**src/rtl/pipe_ctrl_if.sv**
```systemverilog
// Pipeline control bundle: stage stall requests and exception info in, stall vector and redirect out.
// The core side drives through master; the sequencer consumes through slave.
interface pipe_ctrl_if;
  logic        stallreq_id;
  logic        stallreq_ex;
  logic        stallreq_mem;
  logic [31:0] excepttype;
  logic [31:0] cp0_epc;
  logic [5:0]  stall;
  logic        flush;
  logic [31:0] new_pc;

  modport master (
    output stallreq_id, stallreq_ex, stallreq_mem, excepttype, cp0_epc,
    input  stall, flush, new_pc
  );

  modport slave (
    input  stallreq_id, stallreq_ex, stallreq_mem, excepttype, cp0_epc,
    output stall, flush, new_pc
  );
endinterface

```
**src/rtl/pipe_ctrl.sv**
```systemverilog
// Six-stage pipeline sequencer: stall arbitration, exception flush FSM, stall watchdog and counter.
// stall/flush/new_pc are zero-latency from state and inputs; a flush overrides every stall request.
module pipe_ctrl #(
  parameter logic [31:0] EXC_VECTOR  = 32'h0000_0020,
  parameter logic [31:0] ERET_CODE   = 32'h0000_000e,
  parameter int unsigned RECOVER_CYC = 2,
  parameter int unsigned WDOG_LIMIT  = 1024
) (
  input  logic        i_clk,
  input  logic        i_rst,
  pipe_ctrl_if.slave  io_pipe,
  output logic        o_in_recover,
  output logic        o_wdog_trip,
  output logic [31:0] o_stall_count
);

  localparam logic [1:0] S_RUN     = 2'd0;
  localparam logic [1:0] S_FLUSH   = 2'd1;
  localparam logic [1:0] S_RECOVER = 2'd2;

  localparam int REC_W = (RECOVER_CYC > 1) ? $clog2(RECOVER_CYC) : 1;
  localparam int WD_W  = $clog2(WDOG_LIMIT + 1);

  logic [1:0]       r_state;
  logic [REC_W-1:0] r_rec_cnt;
  logic [WD_W-1:0]  r_wd_cnt;
  logic             r_wdog_trip;
  logic [31:0]      r_stall_count;

  logic             w_exc_take;
  logic [5:0]       w_stall_req;
  logic [5:0]       w_stall;
  logic             w_stall0;

  // Deeper stalls freeze every stage upstream of the requester.
  always_comb begin
    w_stall_req = 6'b000000;
    if (io_pipe.stallreq_mem)
      w_stall_req = 6'b011111;
    else if (io_pipe.stallreq_ex)
      w_stall_req = 6'b001111;
    else if (io_pipe.stallreq_id)
      w_stall_req = 6'b000111;
  end

  // State gate first so an unknown excepttype outside RUN resolves to no flush.
  assign w_exc_take = !i_rst && (r_state == S_RUN) && (io_pipe.excepttype != 32'h0);
  assign w_stall    = (i_rst || w_exc_take || (r_state == S_FLUSH)) ? 6'b000000 : w_stall_req;
  assign w_stall0   = w_stall[0];

  assign io_pipe.stall  = w_stall;
  assign io_pipe.flush  = w_exc_take;
  assign io_pipe.new_pc = !w_exc_take ? 32'h0 :
                          (io_pipe.excepttype == ERET_CODE) ? io_pipe.cp0_epc : EXC_VECTOR;

  assign o_in_recover  = !i_rst && (r_state == S_RECOVER);
  assign o_wdog_trip   = r_wdog_trip;
  assign o_stall_count = r_stall_count;

  always_ff @(posedge i_clk) begin
    if (i_rst) begin
      r_state   <= S_RUN;
      r_rec_cnt <= '0;
    end else begin
      case (r_state)
        S_RUN: begin
          if (w_exc_take)
            r_state <= S_FLUSH;
        end
        S_FLUSH: begin
          if (RECOVER_CYC == 0) begin
            r_state <= S_RUN;
          end else begin
            r_state   <= S_RECOVER;
            r_rec_cnt <= REC_W'(RECOVER_CYC - 1);
          end
        end
        S_RECOVER: begin
          if (r_rec_cnt == '0)
            r_state <= S_RUN;
          else
            r_rec_cnt <= r_rec_cnt - 1'b1;
        end
        default: r_state <= S_RUN;
      endcase
    end
  end

  // Watchdog counts consecutive PC stalls; a flush forces stall[0]=0 and so also clears it.
  always_ff @(posedge i_clk) begin
    if (i_rst) begin
      r_wd_cnt      <= '0;
      r_wdog_trip   <= 1'b0;
      r_stall_count <= 32'h0;
    end else begin
      if (!w_stall0)
        r_wd_cnt <= '0;
      else if (r_wd_cnt != WD_W'(WDOG_LIMIT))
        r_wd_cnt <= r_wd_cnt + 1'b1;

      if (w_stall0 && (r_wd_cnt >= WD_W'(WDOG_LIMIT - 1)))
        r_wdog_trip <= 1'b1;

      if (w_stall0)
        r_stall_count <= r_stall_count + 32'h1;
    end
  end

endmodule

```
**src/flat_wrapper.sv**
```systemverilog
// flat-port wrapper written by rule: the top's interface ports become plain ports
module pipe_ctrl_flat 
#(
  parameter logic [31:0] EXC_VECTOR  = 32'h0000_0020,
  parameter logic [31:0] ERET_CODE   = 32'h0000_000e,
  parameter int unsigned RECOVER_CYC = 2,
  parameter int unsigned WDOG_LIMIT  = 1024
)
  (i_clk, i_rst, o_in_recover, o_wdog_trip, o_stall_count, io_pipe_stallreq_id, io_pipe_stallreq_ex, io_pipe_stallreq_mem, io_pipe_excepttype, io_pipe_cp0_epc, io_pipe_stall, io_pipe_flush, io_pipe_new_pc);
  pipe_ctrl_if io_pipe_i ();
  input  logic i_clk;
  input  logic i_rst;
  output logic o_in_recover;
  output logic o_wdog_trip;
  output logic [31:0] o_stall_count;
  input wire logic [$bits(io_pipe_i.stallreq_id)-1:0] io_pipe_stallreq_id;
  input wire logic [$bits(io_pipe_i.stallreq_ex)-1:0] io_pipe_stallreq_ex;
  input wire logic [$bits(io_pipe_i.stallreq_mem)-1:0] io_pipe_stallreq_mem;
  input wire logic [$bits(io_pipe_i.excepttype)-1:0] io_pipe_excepttype;
  input wire logic [$bits(io_pipe_i.cp0_epc)-1:0] io_pipe_cp0_epc;
  output wire logic [$bits(io_pipe_i.stall)-1:0] io_pipe_stall;
  output wire logic [$bits(io_pipe_i.flush)-1:0] io_pipe_flush;
  output wire logic [$bits(io_pipe_i.new_pc)-1:0] io_pipe_new_pc;
  assign io_pipe_i.stallreq_id = io_pipe_stallreq_id;
  assign io_pipe_i.stallreq_ex = io_pipe_stallreq_ex;
  assign io_pipe_i.stallreq_mem = io_pipe_stallreq_mem;
  assign io_pipe_i.excepttype = io_pipe_excepttype;
  assign io_pipe_i.cp0_epc = io_pipe_cp0_epc;
  assign io_pipe_stall = io_pipe_i.stall;
  assign io_pipe_flush = io_pipe_i.flush;
  assign io_pipe_new_pc = io_pipe_i.new_pc;
  pipe_ctrl #(.EXC_VECTOR(EXC_VECTOR), .ERET_CODE(ERET_CODE), .RECOVER_CYC(RECOVER_CYC), .WDOG_LIMIT(WDOG_LIMIT)) u_core (.i_clk(i_clk), .i_rst(i_rst), .io_pipe(io_pipe_i), .o_in_recover(o_in_recover), .o_wdog_trip(o_wdog_trip), .o_stall_count(o_stall_count));
endmodule
```
**config.mk**
```make
export PLATFORM = sky130hd
export DESIGN_NAME = pipe_ctrl_flat
export DESIGN_NICKNAME = d
export VERILOG_FILES = /design/src/rtl/pipe_ctrl_if.sv /design/src/rtl/pipe_ctrl.sv /design/src/flat_wrapper.sv
export SDC_FILE = /design/constraint.sdc
export NUM_CORES = 1
export LEC_CHECK = 0
export CORE_MARGIN = 2
export CORE_UTILIZATION = 44
export DETAILED_ROUTE_END_ITERATION = 6
export GPL_ROUTABILITY_DRIVEN = 0
export PLACE_DENSITY = 0.86
export SLEW_MARGIN = 20
export SYNTH_ARGS = -nofsm -noshare
export SYNTH_HDL_FRONTEND = slang
export SYNTH_SLANG_ARGS = --single-unit
```
**constraint.sdc**
```tcl
create_clock -name i_clk -period 3.5 [get_ports i_clk]
set_input_delay 0.7 -clock i_clk [delete_from_list [all_inputs] [get_ports i_clk]]
set_output_delay 0.7 -clock i_clk [all_outputs]
set_load 0.02 [all_outputs]
```
==> PnR_summary.wiki, run 1 <==
{| class="wikitable"
! Metric !! Value
|-
| Result of the run || complete, no violations
|-
| Sequential share of power || 48.7%
|-
| Chip Width || 85.4 microns
|-
| Area share of the largest cell type after synthesis || between 30% and 40%
|-
| Shortest period the worst path allows || 3420 ps
|-
| Via count || around 3400
|-
| Cell-internal power || about 0.84 mW
|-
| Netlist area before placement || 0.00291 sq mm
|-
| Final antenna diode count || 0
|-
| PD cells || about 250 mW/mm^2
|-
| Routed len/inst || 16.2 microns
|-
| Initial core utilization || 45.6%
|-
| Synth Net Count || 438
|-
| F_max || 293 MHz
|-
| Number of standard cells in the final layout excluding fillers || 576
|-
| Critical path, cell by cell || clkdlybuf4s50_1 > nor4_1 > nand4_1 > buf_4 > buf_4 > o21bai_1 > nand2_1 > inv_1 > dlygate4sd2_1
|-
| Largest buffer count on any clock path || 2
|-
| Clock edge transition at the registers on the reported setup and hold paths || 80 ps
|-
| Worst Setup Slack, final || 84.8 ps
|-
| Critical path launch point type || primary input
|-
| Crit path max-delay cell type || sky130_fd_sc_hd__clkdlybuf4s50_1
|-
| Post-Syn Area per Cell || 8.05 sq um
|-
| Unrepaired setup endpoints after global routing || true
|-
| Placed insts || 566
|-
| Global-route wire length before repair || 14900 microns
|-
| Drt pass-1 iters || 5
|-
| Die area || 0.00729 sq mm
|-
| Placeable core area || 0.00639 sq mm
|-
| Power share of the clock group || 31.9%
|-
| CTS Root Buffer Type || sky130_fd_sc_hd__clkbuf_8
|-
| Placed cell areas || 0.00437 sq mm
|-
| Worst Setup Path Type || primary input to primary output
|-
| Sw Pwr || roughly 0.3 mW
|-
| Leading register cell type out of synthesis || sky130_fd_sc_hd__dfxtp_1
|-
| Level count of the clock H-tree || 2
|-
| LEAKAGE || about 2.2 nW
|-
| Slew @ Worst Pin || 1010 ps
|-
| Setup TNS Final || 0 ps
|-
| Sw Share || between 20% and 30%
|-
| Number of cell rows || 29
|-
| Most common cell type on the critical path || sky130_fd_sc_hd__buf_4
|-
| Ranking of synthesized cells by area || sky130_fd_sc_hd__dfxtp_1 32%, sky130_fd_sc_hd__and3_1 8.4%, sky130_fd_sc_hd__o31ai_1 6.4%
|-
| Antenna Nets Post-Route || 0
|-
| Max-slew violation count || 0
|-
| HPWL Detailed || 6650 microns
|-
| Commonest cells after routing, fill and taps aside || 103 x sky130_fd_sc_hd__clkdlybuf4s50_1, 47 x sky130_fd_sc_hd__dfxtp_1, 39 x sky130_fd_sc_hd__and3_1
|-
| Max-cap violations || 0
|-
| Endpoint arrival time on the critical path || 2720 ps
|-
| Final setup viols || 0
|-
| Fraction of final layout cells with drive strength greater than 1 || 6.81%
|-
| Clock tree from TritonCTS || yes
|-
| Rel. slew slack || 33.0%
|-
| Sum of internal, switching and leakage power || 1.13 mW
|-
| Final clock skew || 10.1 ps
|-
| Clock sink total || 47
|-
| Flip-flop and latch count after synthesis || 47
|-
| Crit share post-route || slightly below 100%
|-
| DRT iter0 DRCs || 292
|-
| Final hold violations || 0
|-
| IR drop worst, VDD || 0.226 mV
|-
| Antenna violations before repair || 0
|-
| Count of hold-fix buffers inserted at cts || 0
|-
| Leading cell type in the layout, fill and taps excluded || sky130_fd_sc_hd__clkdlybuf4s50_1
|-
| Final core occ || 71.6%
|-
| Worst-path fanout max || 4
|-
| Number of nets in the finished design || 574
|-
| Clock insertion delay at the later pin of the skew report || 300 ps
|-
| Number of warnings reported in the yosys synthesis log || 0
|-
| IO Pins || about 140
|-
| Relative area change from synthesis to final layout || 57.0%
|-
| Worst hold slack after final layout || 500 ps
|-
| Ratio of routed vias to standard cells || 5.83
|-
| Count of flip-flops with a built-in enable after synthesis || 0
|-
| Slowest Stage Delay on Critical Path || 400 ps
|-
| Global-route congestion overflow total || 0
|-
| Largest area contributor in the synthesized netlist || sky130_fd_sc_hd__dfxtp_1
|-
| GR Util All Layers || 24.5%
|-
| Proportion of synthesized chip area in sequential cells || 32.3%
|-
| Worst min-delay path class || register to register
|-
| Number of CTS-inserted buffers || 5
|-
| Count of input and output buffers || 140
|-
| CP endpoint kind || primary output
|-
| Number of filler cells placed in the layout || 492
|-
| Number of global-route vias before repair || 3168
|-
| Setup WS pre-CTS || -53.9 ps
|-
| Routed wire length || 9340 microns
|-
| DIE HEIGHT || 85.4 microns
|-
| Async set or reset register ratio after synthesis || 0%
|-
| Combinational share of power || between 15 and 20%
|-
| Required time of the critical path || 2800 ps
|-
| Count of mapped cells out of synthesis || around 360
|-
| Largest net degree at the start of global routing || 56
|-
| Fin area || approximately 0.0046 sq mm
|-
| Number of remaining DRC errors || 0
|-
| Distinct cells, synth || 44
|}
## layer usage
layer / vias up / routed length [microns] / track usage (%)
li1: 1652 / - / -
met1: 1566 / 4040 / 32.8
met2: 122 / 4640 / 40.7
met3: 16 / 541 / 4.86
met4: 0 / 113 / 5.48
met5: - / 0 / 0
## sequential cells by signal (all words and copies together), names as in the netlist
register and cells:
u_core.r_rec_cnt 1, u_core.o_stall_count 32, u_core.r_state 2, u_core.r_wd_cnt 11, u_core.o_wdog_trip 1
## final cells by class
type	instances	area [sq um]	share of cell area, %
Clock buffer	8	100	2.19
Inverter	10	37.5	0.820
Multi-Input combinational cell	278	1790	39.0
Sequential cell	47	941	20.6
Tap cell	77	96.3	2.11
Timing Repair Buffer	156	1620	35.3
## worst paths after layout
| kind | from | to | slack (ps) | depth (start not counted) |
|---|---|---|---|---|
| setup / recovery | io_pipe_excepttype[16] | io_pipe_stall[2] | 80 | 9 |
| hold / removal | u_core.o_stall_count[29] | u_core.o_stall_count[29] | 500 | 2 |
| setup reg to reg | u_core.r_state[0] | u_core.o_stall_count[10] | 1030 | 6 |
| hold reg to reg | u_core.o_stall_count[29] | u_core.o_stall_count[29] | 500 | 2 |
## synthesized netlist by cell type (all sizes together), types with 5 or more instances
library cell   n
dfxtp         47
nand2         15
xor2           5
nand3         24
clkbuf        16
nand4         21
a21oi         27
nor2          32
nor3           6
o31ai         25
nor4          10
and3          39
ha             7
or4           22
o21ai          6
inv           10
buf           11
## repair_timing
item | CTS | global route
buffers inserted | 0 | 1
resized for setup | 5 | 38
endpoints found under the setup margin | 24 | 33
pin swaps | 0 | 1
cloned | 0 | 1
## cell families after synthesis
| logic type | share of synthesized area [%] |
|---|---|
| simple gates | 36.0 |
| compound gates | 16.7 |
| flops | 32.3 |
| buf+inv | 6.91 |
| xor+xnor | 2.70 |
| fa+ha+maj | 3.01 |
| mux | 2.23 |
| other cells | 0.129 |
## critical path: cells and delay by family
| kind | cells | cell delay [ps] |
|---|---|---|
| AOI/OAI and AO/OA | 1 | 170 |
| buffers and inverters | 5 | 1200 |
| and+or+nand+nor | 3 | 650 |
## power by group through the flow
stage / clock network, mW / registers [mW] / logic (mW)
finish: 0.361 / 0.550 / 0.220
global route: 0.381 / 0.552 / 0.237
CTS: 0.363 / 0.550 / 0.220
detailed placement: 0 / 0.563 / 0.221
global placement: 0 / 0.562 / 0.216
floorplan: 0 / 0.563 / 0.105
No activity file was read; power rests on OpenSTA's default activity.
==> run 2: changes to the inputs <==
Settings changed: ABC_CLOCK_PERIOD_IN_PS from default to 3500.
==> results of run 2 <==
Same layout as run 1: the final DEF is identical, and so are final timing and power.
==> run 3: changes to the inputs <==
Settings changed: HOLD_SLACK_MARGIN from default to 0.1.
==> results of run 3 <==
Same layout as run 1: the final DEF is identical, and so are final timing and power.
